### src/rtl/hazard_ctrl.sv
// rtl/hazard_ctrl.sv - pipeline stall/flush sequencing: init bubbles, load-use, branch, mul/div occupancy
// Optional HAZARD_PERF_EN adds StallCount/FlushCount performance counters.
module hazard_ctrl #(
    parameter int REG_ADDR_WIDTH = 5,
    parameter int MD_LATENCY     = 4,
    parameter int INIT_BUBBLES   = 2
) (
    input  logic                      clk,
    input  logic                      rst_n,
    input  logic [REG_ADDR_WIDTH-1:0] rs1D,
    input  logic [REG_ADDR_WIDTH-1:0] rs2D,
    input  logic [REG_ADDR_WIDTH-1:0] rdE,
    input  logic                      RegWriteE,
    input  logic                      LoadE,
    input  logic                      PCSrcE,
    input  logic                      MdStartE,
    output logic                      StallF,
    output logic                      StallD,
    output logic                      StallE,
    output logic                      FlushD,
    output logic                      FlushE,
    output logic                      MdBusy,
    output logic                      MdDoneE
`ifdef HAZARD_PERF_EN
    ,
    output logic [31:0]               StallCount,
    output logic [31:0]               FlushCount
`endif
);

    localparam int CNT_MAX = (MD_LATENCY > INIT_BUBBLES) ? MD_LATENCY : INIT_BUBBLES;
    localparam int CW      = $clog2(CNT_MAX) + 1;
    localparam logic [CW-1:0] CNT_INIT = CW'(INIT_BUBBLES - 1);
    localparam logic [CW-1:0] CNT_MD   = CW'(MD_LATENCY - 2);

    typedef enum logic [1:0] {INIT, RUN, MD_BUSY} state_t;

    state_t        state;
    logic [CW-1:0] cnt;
    logic          lu;
    logic          md;

    assign lu = LoadE & RegWriteE & (rdE != '0) & ((rdE == rs1D) | (rdE == rs2D));
    assign md = MdStartE & ~PCSrcE;

    always_ff @(posedge clk or negedge rst_n) begin
        if (!rst_n) begin
            state <= INIT;
            cnt   <= CNT_INIT;
        end else begin
            case (state)
                INIT: begin
                    if (cnt == '0) state <= RUN;
                    else           cnt   <= cnt - CW'(1);
                end
                RUN: begin
                    if (md) begin
                        state <= MD_BUSY;
                        cnt   <= CNT_MD;
                    end
                end
                MD_BUSY: begin
                    if (cnt == '0) state <= RUN;
                    else           cnt   <= cnt - CW'(1);
                end
                default: begin
                    state <= INIT;
                    cnt   <= CNT_INIT;
                end
            endcase
        end
    end

    // Outputs must react in the same cycle as the Execute-stage inputs, so they are decoded combinationally.
    always_comb begin
        StallF  = 1'b0;
        StallD  = 1'b0;
        StallE  = 1'b0;
        FlushD  = 1'b0;
        FlushE  = 1'b0;
        MdBusy  = 1'b0;
        MdDoneE = 1'b0;
        case (state)
            RUN: begin
                if (PCSrcE) begin
                    FlushD = 1'b1;
                    FlushE = 1'b1;
                end else if (md) begin
                    StallF = 1'b1;
                    StallD = 1'b1;
                    StallE = 1'b1;
                    MdBusy = 1'b1;
                end else if (lu) begin
                    StallF = 1'b1;
                    StallD = 1'b1;
                    FlushE = 1'b1;
                end
            end
            MD_BUSY: begin
                MdBusy = 1'b1;
                if (cnt == '0) begin
                    MdDoneE = 1'b1;
                end else begin
                    StallF = 1'b1;
                    StallD = 1'b1;
                    StallE = 1'b1;
                end
            end
            default: begin
                FlushD = 1'b1;
                FlushE = 1'b1;
            end
        endcase
    end

`ifdef HAZARD_PERF_EN
    always_ff @(posedge clk or negedge rst_n) begin
        if (!rst_n) begin
            StallCount <= '0;
            FlushCount <= '0;
        end else if (state != INIT) begin
            if (StallD) StallCount <= StallCount + 32'd1;
            if (FlushD) FlushCount <= FlushCount + 32'd1;
        end
    end
`endif

endmodule

### config.mk
export PLATFORM = sky130hd
export DESIGN_NAME = hazard_ctrl
export DESIGN_NICKNAME = d
export VERILOG_FILES = /design/src/rtl/hazard_ctrl.sv
export SDC_FILE = /design/constraint.sdc
export NUM_CORES = 1
export LEC_CHECK = 0
export ABC_AREA = 1
export ABC_CLOCK_PERIOD_IN_PS = 2000
export CAP_MARGIN = 40
export CORE_MARGIN = 2
export CORE_UTILIZATION = 41
export DETAILED_ROUTE_END_ITERATION = 10
export PLACE_DENSITY = 0.86
export SLEW_MARGIN = 20
export SYNTH_ARGS = -nofsm -noshare
export SYNTH_HDL_FRONTEND = slang
export SYNTH_SLANG_ARGS = --single-unit
export TNS_END_PERCENT = 20
### constraint.sdc
create_clock -name clk -period 2 [get_ports clk]
set_input_delay 0.4 -clock clk [delete_from_list [all_inputs] [get_ports clk]]
set_output_delay 0.4 -clock clk [all_outputs]
set_load 0.005 [all_outputs]
Yosys cells after proc, flatten, opt, wreduce, memory -nomap -nowiden:

Index checks and enable logic that the tools add are counted.
W data, S select, Z words.

* add/subtract/negate cells: 1
* multiply operators: 0
* divide/modulo/power cells: 0
* magnitude comparators: 0
* equality and inequality tests: 7
* shift-type cells: 0
* mux-type cells: 22
* bitwise logic cells: 6
* reductions and logical operators: 6

Operators with widths (count)
* $mux W1: 11
* $eq A5 B5 Y1: 2
* $pmux W1 S2: 5
* $mux W3: 2
* $pmux W3 S2: 1
* $reduce_bool A5 Y1: 1
* $and A1 B1 Y1: 4
* $mux W2: 2
* $ne A2 B2 Y1 const B: 2
* $pmux W2 S2: 1
* $reduce_and A2 Y1: 2
* $logic_not A3 Y1: 1
* $sub A3 B1 Y3 const B: 1
* $eq A2 B1 Y1 const B: 1
* $eq A2 B2 Y1 const B: 1
* $logic_not A2 Y1: 1
* $ne A2 B1 Y1 const B: 1
* $reduce_or A2 Y1: 1
* $not A1 Y1: 1
* $or A1 B1 Y1: 1

* bits in registers: 5
* latch bits: 0
* memory bits (writable): 0
* bits in read-only memories: 0
* input port bits: 21
* output and inout bits: 7
* word-level logic and storage cells: 44
* memories: 0

Logic depth before layout (Yosys ltp):

Gate-level depths: netlist of the first run.

* depth after elaboration: 7
* gate-level depth with buffers: 9
* gate-level depth less buffers: 8

Worst setup path after synthesis of the first run:

OpenSTA, ideal clock, no wires.

* path kind: register -> output
* start point: register cnt[0]
* end point: output StallF
* data arrival time: 1.216 ns
* data required time: 1.600 ns
* path slack: 0.384 ns
* stages on the path, launching flop included: 9
* buffers on the path: 1
* path through: dfstp_2 -> inv_1 -> ha_1 -> nand2_1 -> nand2_1 -> nand2_1 -> nand2_1 -> nand2_1 -> buf_4

* longest elaborated chain between the ends: 3

Ends and longest elaborated chain
* from (decl): RTL line 39 `logic [CW-1:0] cnt;`
* from (signal assigned): RTL line 54 `else cnt <= cnt - CW'(1);`
* from (signal assigned): RTL line 64 `else cnt <= cnt - CW'(1);`
* $logic_not A3 Y1: RTL line 101 `if (cnt == '0) begin`
* $mux W1
* $pmux W1 S2
* to (decl): RTL line 17 `output logic StallF,`

No other way between the ends.

Worst setup path after layout of the first run:

* start point: register state[0]
* end point: output MdBusy

* longest elaborated chain between the ends: 2
* elaborated cells between the ends (all ways): 3
* classes of those cells: eq/ne: 2; mux: 1

Ends and longest elaborated chain
* from (decl): RTL line 38 `state_t state;`
* from (signal assigned): RTL line 48 `state <= INIT;`
* from (signal assigned): RTL line 53 `if (cnt == '0) state <= RUN;`
* from (signal assigned): RTL line 58 `state <= MD_BUSY;`
* $eq A2 B2 Y1 / $eq A2 B1 Y1 (equally long branches): RTL line 83 `case (state)`
* $pmux W1 S2 (*): RTL line 83
* to (decl): RTL line 22 `output logic MdBusy,`

Every way passes the cells marked *; elsewhere a longest branch is shown, timed or not.

==> flow_metrics.tcl, run 1 <==
set metrics [dict create \
    status "completed" \
    drive_gt1_share_pct 23.33 \
    layout.area.seq_um2 126.4 \
    synth_ff_type "dfrtp_1" \
    drc 0 \
    crit_required_ps 1600 \
    vias 774 \
    grt_usage_pct 19.15 \
    wirelength_um 1659 \
    leakage_nw 0.6508 \
    antenna_found_initial 0 \
    setup_viol 0 \
    synth_xor_area_share_pct 4.078 \
    hpwlAfterDp_um 1375 \
    critPathMaxFanout 3 \
    htreeDepth 1 \
    worstMarginPinSlew_ps 229.2 \
    synthArstFlopShare_pct 100.0 \
    grt_pass1_vias 730 \
    die-area_mm2 0.001905 \
    diodes 0 \
    post_drt_wl_per_cell_um 9.994 \
    final-hold-violation-count 0 \
    cts.sinks 5 \
    io_pins 28 \
    synth-edff-count 0 \
    p_total_w 0.001262 \
    cts_made_buffers 3 \
    synth_compound_area_share_pct 9.903 \
    period_share_pct 96.79 \
    synth_top_cell_by_area "nand2_1" \
    endpoint "MdBusy" \
    cts_tree "done" \
    critical_path.startpoint_type "register" \
    synth_most_common_cell "nand2_1" \
    reg2reg_depth 9 \
    multiInputGateArea_um2 462.9 \
    syn-num-nets 135 \
    start_util_pct 43.28 \
    slew_viol_final 0 \
    drt_iter0_drc 11 \
    ys_seq_area_share_pct 19.61 \
    r2r-start "state[0]" \
    ys_types 21 \
    p_per_area_mw_per_mm2 1169 \
    clk_latency_ps 240 \
    ant_nets 0 \
    gp_congestion 0.7443 \
    worstPathArrival_ps 1540 \
    setup_tns_ps 0 \
    vias_per_cell 4.663 \
    synth_top_cells_by_count "nand2_1 (33), inv_1 (25), nor2_1 (12), ha_1 (6), nand3_1 (5)" \
    die_h_um 43.65 \
    ir_worst_vdd_uv 827.1 \
    setup.worst_path.class "register to output port" \
    coreArea_mm2 0.001489 \
    synth-seq-cells 5 \
    syn_inst 108 \
    drt-pass1-iter-count 4 \
    synthAdderAreaFrac_pct 11.65 \
    hold_buffers 0 \
    r2r-end "state[0]" \
    maxCapViolCount 0 \
    muxShareOfSynthArea_pct 0 \
    synth_top_area_share_pct 19.22 \
    finalClockSkew_ps 6.681 \
    crit_start "state[0]" \
    fin_util_pct 72.52 \
    clk_path_buf_depth 2 \
    grt_max_degree 6 \
    fin_nets 178 \
    fillCellCount 121 \
    min_path_type "input pin to asynchronous set/reset pin" \
    synth_top_family_by_area "simple AND/OR/NAND/NOR gates" \
    synth.area.top_cells "nand2_1 (19%), dfrtp_1 (16%), inv_1 (15%)" \
    syn_area_um2 644.4 \
    endpoint_kind "output port" \
    postSynthAreaPerCell_um2 5.966 \
    grt_pass1_wl_um 2829 \
    port-buffer-count 27 \
    area_delta_synth_final_pct 67.57 \
    max_slew_margin_pct 84.67 \
    reg2reg_setup_slack_ps 370 \
    die_width_um 43.65 \
    synth_warnings 0 \
    cts_root_buf "clkbuf_4" \
    min_period_ps 1936 \
    yosys.area_share.simple_pct 39.03 \
    rows 14 \
    clkTransAtPathRegs_ps 50 \
    overflow 0 \
    max_clock_freq_ghz 0.5166 \
]
flip-flops by register name, summed over array words and instances (netlist names):
signal  flops
state       2
cnt         3
repair_timing:
action	4_1_cts	5_1_grt
cloned	0	0
endpoints found under the setup margin	7	5
pin swaps	2	5
setup buffers	0	1
gates resized for setup	24	17
stage by stage:
stage          instances  area [um^2]  worst slack (ps)  hold slack [ps]
6_report             166         1080             64.23            378.1
5_1_grt              166         1080            -10.18            379.3
4_1_cts              165         1021            -27.20            382.8
3_5_place_dp         161         1010            -457.4            536.4
3_3_place_gp         161         1010            -428.5            531.2
2_1_floorplan        108        644.4             383.7            104.4
metal layers:
metal | GRT usage, % | up-vias | routed length, um | part of all wire (%)
met5 | 0 | - | 0 | 0
met4 | 1.818 | 0 | 0 | 0
met3 | 5.417 | 0 | 107 | 6.4
met2 | 37.94 | 18 | 921 | 56
met1 | 20.26 | 348 | 630 | 38
li1 | - | 408 | - | -
worst max-delay path, cell delays in order (launching register included):
cell	delay, ps
dfrtp_1	370
inv_1	110
ha_4	290
inv_1	60
buf_4	130
a21oi_1	110
dlygate4sd2_1	250
cells in the final DEF (no fill, tap or decap), types with 3 or more instances in the layout:
cell and instances:
nand2_1 31, inv_1 23, buf_4 12, nor2_1 11, dlygate4sd2_1 11, clkdlybuf4s50_1 7
nand3_1 5, dlymetal6s2s_1 5, dfrtp_1 4, nand2_2 3, a21oi_1 3, o21ai_0 3
clkbuf_4 3
cell families (layout without fill, tap and decap cells):
group,after synthesis,count (layout)
flip-flops,5,5
XOR/XNOR,3,3
AO/OA/AOI/OAI,10,10
buffers and inverters,26,68
adder cells (fa/ha/maj),6,6
AND/OR/NAND/NOR,58,58
how the worst min path moves through the flow:
stage / start / end / slack (ps) / cells past startpoint
floorplan: rst_n / cnt[1] / 100 / 0
CTS: rst_n / cnt[2] / 380 / 1
global placement: cnt[2] / cnt[2] / 530 / 2
global route: rst_n / cnt[1] / 380 / 1
finish: rst_n / cnt[1] / 380 / 1
detailed placement: cnt[2] / cnt[2] / 540 / 2
power by group:
| group | internal (W) | total, W | leakage (nW) | switching, W |
|---|---|---|---|---|
| registers | 0.000162 | 0.000188 | 0.0599 | 0.0000262 |
| clock network | 0.0000754 | 0.000116 | 0.0150 | 0.0000407 |
| logic | 0.000477 | 0.000958 | 0.576 | 0.000481 |
final cells by class:
cell class / instances / share of cell area [%]
multi-input combinational: 77 / 42.87
timing repair buffer: 39 / 32.44
sequential: 5 / 11.70
inverter: 25 / 8.691
clock buffer: 4 / 2.433
tap: 16 / 1.854
Note: power is estimated with default switching activity, not from simulation.
==> run 2, diff against run 1 <==
--- a/config.mk
+++ b/config.mk
@@ -12,7 +12,6 @@
 export CORE_UTILIZATION = 41
 export DETAILED_ROUTE_END_ITERATION = 10
 export PLACE_DENSITY = 0.86
-export SLEW_MARGIN = 20
 export SYNTH_ARGS = -nofsm -noshare
 export SYNTH_HDL_FRONTEND = slang
 export SYNTH_SLANG_ARGS = --single-unit
==> results of run 2 <==
Final layout, timing and power as in run 1 (identical DEF).
